==> config.mk <==
export PLATFORM = sky130hd
export DESIGN_NAME = db_reg_bank
export DESIGN_NICKNAME = d
export VERILOG_FILES = /design/src/rtl/db_reg_bank_pkg.sv /design/src/rtl/db_reg_bank_merge.sv /design/src/rtl/db_reg_bank.sv
export SDC_FILE = /design/constraint.sdc
export NUM_CORES = 1
export LEC_CHECK = 0
export ABC_AREA = 1
export CAP_MARGIN = 20
export CELL_PAD_IN_SITES_DETAIL_PLACEMENT = 2
export CELL_PAD_IN_SITES_GLOBAL_PLACEMENT = 2
export CORE_AREA = 3 3 195 197
export CTS_BUF_LIST = sky130_fd_sc_hd__clkbuf_8
export DETAILED_ROUTE_END_ITERATION = 8
export DIE_AREA = 0 0 198 200
export HOLD_SLACK_MARGIN = 0.06
export PLACE_DENSITY_LB_ADDON = 0.1
export SYNTH_ARGS = -nofsm -noshare
export SYNTH_HDL_FRONTEND = slang
export SYNTH_SLANG_ARGS = --single-unit
export TNS_END_PERCENT = 1
==> constraint.sdc <==
create_clock -name clk -period 3.2 [get_ports clk]
set_input_delay 0.32 -clock clk [delete_from_list [all_inputs] [get_ports clk]]
set_output_delay 0.32 -clock clk [all_outputs]
set_load 0.03 [all_outputs]
==> src/rtl/db_reg_bank_pkg.sv <==
// Shared types, bus widths, slave configuration constants and FSM encoding for db_reg_bank.
// The optional byte-enable feature is selected by DB_REG_BANK_BE_EN (see db_reg_bank.sv).
package db_reg_bank_pkg;

    localparam int unsigned DATA_W = 32;
    localparam int unsigned ADDR_W = 32;
    localparam int unsigned BE_W   = DATA_W / 8;

    typedef logic [ADDR_W-1:0] base_addr_type;
    typedef logic [ADDR_W-1:0] addr_mask_type;

    localparam base_addr_type CFG_BADR_REGBANK = 32'h0000_2000;
    localparam addr_mask_type CFG_MADR_REGBANK = 32'hFFFF_FF80;

    typedef enum logic {
        ST_IDLE   = 1'b0,
        ST_ACCESS = 1'b1
    } bank_state_e;

    // Width of the word index; a single-register bank still decodes one index bit.
    function automatic int unsigned idx_width(input int unsigned n);
        return (n > 1) ? $clog2(n) : 1;
    endfunction

endpackage

==> src/rtl/db_reg_bank_merge.sv <==
// Byte-lane merge of a write word into the previous register contents.
// A lane takes wdata when its byte enable is set, otherwise keeps the old byte.
module db_reg_bank_merge
    import db_reg_bank_pkg::*;
(
    input  logic [DATA_W-1:0] old_i,
    input  logic [DATA_W-1:0] wdata_i,
    input  logic [BE_W-1:0]   be_i,
    output logic [DATA_W-1:0] merged_o
);

    always_comb begin
        // NOTE: every combinational output gets a default before any branch, so no latch is inferred.
        merged_o = old_i;
        for (int unsigned k = 0; k < BE_W; k++) begin
            if (be_i[k]) begin
                merged_o[k*8 +: 8] = wdata_i[k*8 +: 8];
            end
        end
    end

endmodule

==> src/rtl/db_reg_bank.sv <==
// db_reg_bank: NREGS x 32-bit control/status registers behind one DATA_BUS slave port.
// Define DB_REG_BANK_BE_EN to honour dslv_be per byte; otherwise every write replaces the whole word.
module db_reg_bank
    import db_reg_bank_pkg::*;
#(
    parameter base_addr_type     base_addr = CFG_BADR_REGBANK,
    parameter addr_mask_type     addr_mask = CFG_MADR_REGBANK,
    parameter int unsigned       NREGS     = 4,
    parameter logic [NREGS-1:0]  RO_MASK   = '0,
    parameter logic [DATA_W-1:0] reg_init  = '0
) (
    input  logic                    clk,
    input  logic                    rst,
    output logic [NREGS*DATA_W-1:0] reg_data_o,
    output logic [NREGS-1:0]        reg_wr_o,
    input  logic [NREGS*DATA_W-1:0] status_i,
    input  logic                    dslv_req,
    input  logic                    dslv_we,
    input  logic [ADDR_W-1:0]       dslv_addr,
    input  logic [BE_W-1:0]         dslv_be,
    input  logic [DATA_W-1:0]       dslv_wdata,
    output logic                    dslv_gnt,
    output logic                    dslv_rvalid,
    output logic [DATA_W-1:0]       dslv_rdata,
    output logic                    dslv_err,
    output logic [ADDR_W-1:0]       dslv_conf_base_addr,
    output logic [ADDR_W-1:0]       dslv_conf_addr_mask
);

    localparam int unsigned IDXW     = idx_width(NREGS);
    localparam int unsigned IDX_SPAN = 1 << IDXW;
    // One bit per decodable index, set for indices that map onto a real register.
    localparam logic [IDX_SPAN-1:0] IDX_VALID = {IDX_SPAN{1'b1}} >> (IDX_SPAN - NREGS);

    bank_state_e       state_q, state_d;
    logic [DATA_W-1:0] reg_q [NREGS];
    logic [DATA_W-1:0] reg_d [NREGS];
    logic [NREGS-1:0]  reg_wr_q, reg_wr_d;
    logic [DATA_W-1:0] rdata_q, rdata_d;
    logic              err_q, err_d;

    logic [DATA_W-1:0] view [IDX_SPAN];
    logic [IDXW-1:0]   idx;
    logic              in_range;
    logic              gnt;
    logic [BE_W-1:0]   merge_be;
    logic [DATA_W-1:0] merged;
    logic              unused_inputs;

    assign idx      = dslv_addr[2 +: IDXW];
    assign in_range = IDX_VALID[idx];

    // Read view per index: RO entries show live status, padding indices read as zero.
    for (genvar i = 0; i < IDX_SPAN; i++) begin : g_view
        if (i < NREGS) begin : g_reg
            assign view[i] = RO_MASK[i] ? status_i[i*DATA_W +: DATA_W] : reg_q[i];
            assign reg_data_o[i*DATA_W +: DATA_W] = view[i];
        end else begin : g_pad
            assign view[i] = '0;
        end
    end

`ifdef DB_REG_BANK_BE_EN
    assign merge_be = dslv_be;
`else
    assign merge_be = '1;
`endif

    db_reg_bank_merge u_merge (
        .old_i    (view[idx]),
        .wdata_i  (dslv_wdata),
        .be_i     (merge_be),
        .merged_o (merged)
    );

    always_comb begin
        state_d  = state_q;
        gnt      = 1'b0;
        reg_d    = reg_q;
        reg_wr_d = '0;
        rdata_d  = '0;
        err_d    = 1'b0;

        case (state_q)
            ST_IDLE: begin
                if (dslv_req && !rst) begin
                    gnt     = 1'b1;
                    state_d = ST_ACCESS;
                end
            end
            ST_ACCESS: begin
                if (dslv_req && !rst) begin
                    gnt = 1'b1;
                end else begin
                    state_d = ST_IDLE;
                end
            end
            default: state_d = ST_IDLE;
        endcase

        if (gnt) begin
            if (!in_range) begin
                err_d = 1'b1;
            end else if (!dslv_we) begin
                rdata_d = view[idx];
            end else begin
                for (int unsigned i = 0; i < NREGS; i++) begin
                    if (idx == IDXW'(i) && !RO_MASK[i]) begin
                        reg_d[i]    = merged;
                        reg_wr_d[i] = 1'b1;
                    end
                end
            end
        end
    end

    // NOTE: state is updated with non-blocking assignments only, so every flop samples pre-edge values.
    always_ff @(posedge clk) begin
        if (rst) begin
            state_q  <= ST_IDLE;
            reg_wr_q <= '0;
            rdata_q  <= '0;
            err_q    <= 1'b0;
            // NOTE: this is a small flop array, not a RAM, so every entry is reset to a known value.
            for (int unsigned i = 0; i < NREGS; i++) begin
                reg_q[i] <= reg_init;
            end
        end else begin
            state_q  <= state_d;
            reg_q    <= reg_d;
            reg_wr_q <= reg_wr_d;
            rdata_q  <= rdata_d;
            err_q    <= err_d;
        end
    end

    assign dslv_gnt            = gnt;
    assign dslv_rvalid         = (state_q == ST_ACCESS);
    assign dslv_rdata          = rdata_q;
    assign dslv_err            = err_q;
    assign reg_wr_o            = reg_wr_q;
    assign dslv_conf_base_addr = base_addr;
    assign dslv_conf_addr_mask = addr_mask;

    // Address bits outside the word index, status of RW entries and (by default) be are don't-care.
    assign unused_inputs = ^{dslv_addr, dslv_be, status_i};

endmodule

After elaboration in Yosys (flattened, before gate mapping):

Cells that the tools add are included.

* order comparisons: 2
* eq/ne operators: 3
* reduce and logical (&&, ||, !) cells: 10
* mux-type cells: 11
* bitwise gates (word level): 4

Operator list (count)
* binary-select mux 32 bit (select 2 bit): 1
* 2-to-1 mux 32 bit: 2
* AND reduction 4 bit: 4
* OR reduction 4 bit: 2
* 2-to-1 mux 1 bit: 7
* equality test 2 bit, second input constant: 2
* greater-or-equal comparator 3 bit, second input constant: 1
* less-than comparator 2 x 3 -> 1 bit, second input constant: 1
* NOT 1 bit: 3
* NOT 2 -> 3 bit: 1
* binary-select mux 1 bit (select 2 bit): 1
* equality test 2 x 1 -> 1 bit, second input constant: 1
* logical NOT 2 bit: 1
* OR reduction 2 bit: 1
* logical AND 1 bit: 1
* logical NOT 1 bit: 1

* word-level logic and storage cells: 38
* bits in registers: 166

Logic depth before layout (Yosys ltp):

* depth in word-level cells: 5
* mapped depth: 9
* depth with buffers taken out: 7

Modules after synthesis:

Synthesis repeated with hierarchy kept, for this count alone.

* cells, all modules: 1246
* area total of the unflattened synthesis: 7719.9 sq um

Modules (own cells, without submodules)
* db_reg_bank: area an instance 7299.5 sq um, instances 1, sequential area each 3303.2 sq um, cells each 1142
* db_reg_bank_merge: area an instance 420.4 sq um, instances 1, sequential area each 0.0 sq um, cells each 104

Worst setup path after synthesis:

OpenSTA, ideal clock, no wires.

* path type: in2reg
* start point: in dslv_req
* end point: reg rdata_q[10], in the netlist dslv_rdata[10]
* slack: 1.812 ns
* data arrival time: 1.323 ns
* library setup time: 0.065 ns
* stages: 5
* path through: inv_1 > nor2_1 > nand2_1 > clkbuf_1 > nor2_1

* cells in the longest elaborated chain, start to end: 4

Ends and longest elaborated chain
* start: declaration: line db_reg_bank.sv:17 `input logic dslv_req,`
* logical AND 1 bit: line db_reg_bank.sv:86, db_reg_bank.sv:92
* 2-to-1 mux 1 bit: line db_reg_bank.sv:86, db_reg_bank.sv:92
* net dslv_gnt: line db_reg_bank.sv:22 `output logic dslv_gnt,`
* NOT 1 bit (no source line)
* OR reduction 4 bit (no source line)
* end signal: assignment: line db_reg_bank.sv:132 `rdata_q <= rdata_d;`
* end: declaration: line db_reg_bank.sv:39 `logic [DATA_W-1:0] rdata_q, rdata_d;`

The timed path passes the listed nets, and every way through them passes these cells.
A chain may end at the register's enable or synchronous reset.

Worst setup path in the final report:

* start point: in dslv_req
* end point: out dslv_gnt

* cells in the longest elaborated chain, start to end: 2

Ends and longest elaborated chain (line)
* logical AND 1 bit: db_reg_bank.sv:86, db_reg_bank.sv:92
* 2-to-1 mux 1 bit: db_reg_bank.sv:86, db_reg_bank.sv:92
* end: declaration: db_reg_bank.sv:22

Every way passes these cells.

==> run_results.csv <==
group,metric,value,unit
floorplan,pin_count,431,
logic_synthesis,synth_ff_type,"dfxtp_1",
global_route,grt_overflow,0,
logic_synthesis,synth_async_sr_flop_share,0,
timing,rsz0062_at_grt,"no",
routing,totalWireLength,29160,um
clocking,cts_buffers,17,
worst_hold_path,hp-class,"primary input to flop",
logic_synthesis,synth_most_common_cell,"nand2_1",
clocking,cts_hold_buf,0,
global_route,grt.total_usage,0.1466,
clocking,cts.sinks,165,
setup_path,worstReg2RegStart,"reg_data_o[60]",
setup_path,cp-start-kind,"primary input",
floorplan,fp.dieW,198,um
placed_design,gp_congestion,0.6929,
setup_path,cp_max_fo,2,
floorplan,start_util,0.1996,
logic_synthesis,yosys-top-cells-area,"dfxtp_1, nand2_1, nor2_1",
power,pwr-share-clk,0.418,
clocking,clock_path_buffers,2,
timing,setup_viol,0,
power,p_per_area,463.3,nW/um2
routing,via_per_inst,3.988,
clocking,worstSkewPairLatency,0.48,ns
clocking,ctsRootBufferMaster,"clkbuf_8",
logic_synthesis,synth_mux_area_frac,0,
routing,drc,0,
timing,worst_slew_pin_slew,0.6701,ns
layout,diodes,0,
placed_design,portBuffers,203,
logic_synthesis,synth-xor-area-share,0,
setup_path,crit_required,2.88,ns
timing,hold_viol,0,
logic_synthesis,synth.avg_cell_area,6.533,um2
power,intPower,3.335,mW
timing,setup_ws,1.176,ns
logic_synthesis,seq_area_frac_synth,0.4543,
routing,drtAntennaViolNets,0,
floorplan,dieArea,39600,um2
timing,finalCritPeriodShare,0.6325,
layout,syn_to_final_growth,37.74,%
power,p_sw_frac,0.2811,
routing,vias,7067,
logic_synthesis,synth-edff-count,0,
clocking,cts_htree_levels,4,
clocking,clk_pin_slew,0.10,ns
setup_path,crit_type,"primary input to primary output",
power,power_frac_seq,0.457,
logic_synthesis,synth_compound_area_frac,0,
clocking,cts_tree,"built",
routing,post_drt_wl_per_cell,16.46,um
timing,slew_headroom,0.5517,
floorplan,core,36430,um2
logic_synthesis,syn_inst,1113,
layout,fin_nets,1491,
logic_synthesis,synth_common_cells,"nand2_1, nor2_1, dfxtp_1, buf_4, inv_1",
power,power_frac_comb,0.125,
timing,timing.setup.tns,0,ns
placed_design,pre_cts_ws,0.7193,ns
logic_synthesis,synthAdderAreaFrac,0,
timing,fin_crit,2.024,ns
power,leakagePower,4.254,nW
power,peakVddDrop,0.2474,mV
global_route,grt_pass1_wl,43790,um
layout,drive_gt1_frac,0.04601,
logic_synthesis,yosysWarnings,0,
global_route,grt_max_degree,129,
global_route,antenna_found_initial,1,
power,switchingPower,1.304,mW
worst_hold_path,min_from,"dslv_req",
timing,fmax,494.1,MHz
clocking,postCtsSetupBuffers,0,
timing,slew_viol_final,0,
floorplan,die_y,200,um
logic_synthesis,synth.top_cell.area_share,0.4543,
logic_synthesis,synth_area,7271,um2
status,outcome,"complete, no violations",
logic_synthesis,synthDistinctLibCells,12,
timing,finClkSkew,0.01412,ns
routing,drt_first_pass_iters,4,
logic_synthesis,yosys.area_share.simple,0.4089,
logic_synthesis,synth-seq-cells,165,
floorplan,rows,70,
placed_design,dpl.hpwl,19870,um
setup_path,cp-startpoint,"dslv_req",
logic_synthesis,synth_area_leader_cell,"dfxtp_1",
routing,dr.first_iter.drc_count,222,
run,maxCapViolations,0,
logic_synthesis,synth_top_family_by_area,"simple AND/OR/NAND/NOR gates",
clocking,cts.repair.resized,0,
setup_path,critPathArrivalTime,1.70,ns
setup_path,end_kind,"primary output",
global_route,first_global_vias,7230,
cell type report:
| class | instances | area [um2] |
|---|---|---|
| inverters | 39 | 148.9 |
| repair buffers | 222 | 2220 |
| multi-input cells | 846 | 3257 |
| fillers | 4354 | 26420 |
| clock buffers | 20 | 275.3 |
| clock inverters | 12 | 225.2 |
| flip-flops and latches | 165 | 3303 |
| well taps | 468 | 585.6 |
sequential cells by signal, indices dropped and copies added, names as in the netlist:
register / count
dslv_rdata: 32
dslv_rvalid: 1
reg_data_o: 128
reg_wr_o: 4
cells by family (layout without fill, tap and decap cells):
logic type / after synthesis / after routing
buf+inv: 165 / 293
flops: 165 / 165
other cells: 2 / 65
simple gates: 781 / 781
path summary, 6_finish.rpt:
path	cells past startpoint	to	slack [ns]
worst min-delay path	3	dslv_rvalid	0.42
worst max-delay path	4	dslv_gnt	1.18
worst min register to register	2	reg_data_o[119]	0.50
worst max register to register	4	dslv_rdata[28]	2.39
cells in the final DEF, fill, tap and decap left out, drive strengths merged:
cell type	netlist	routed
nand3	33	33
clkinv	0	4
bufinv	0	6
clkinvlp	0	2
inv	39	39
nand2	421	421
conb	2	65
dfxtp	165	165
buf	118	20
nor2	327	327
clkbuf	8	20
clkdlybuf4s50	0	202
layer usage:
metal / share of wire / GRT usage / routed length, um / vias up
met5: 0.00041 / 0 / 12 / -
met4: 0.0097 / 0.03381 / 282 / 2
met3: 0.050 / 0.03911 / 1450 / 15
met2: 0.48 / 0.2533 / 14120 / 133
met1: 0.46 / 0.1838 / 13300 / 3396
li1: - / - / - / 3521
power by group through the flow:
stage / Clock [mW] / Combinational (mW) / Sequential [mW]
after CTS: 2.03 / 0.594 / 2.12
after global routing: 2.10 / 0.639 / 2.13
after global placement: 0 / 0.588 / 2.17
after detailed placement: 0 / 0.593 / 2.17
after floorplan: 0 / 0.350 / 2.24
final: 1.94 / 0.579 / 2.12
metrics by stage:
stage	cells	instance area, um2	util	power, mW	hold WS (ns)
after floorplan	1176	7507	-	2.588	0.3924
after detailed placement	1740	9514	0.2611	2.763	0.4980
after global routing	1772	10010	0.2749	4.872	0.3899
final	1772	10010	0.2749	4.640	0.4180
after CTS	1772	10010	0.2749	4.746	0.3610
after global placement	1740	9514	0.2611	2.758	0.4940
worst max-delay path, cell delays in order:
cell and delay [ns]:
clkdlybuf4s50_1 0.48, inv_1 0.05, nor2_1 0.15, clkdlybuf4s50_1 0.70
(Power assumes the default switching activity.)
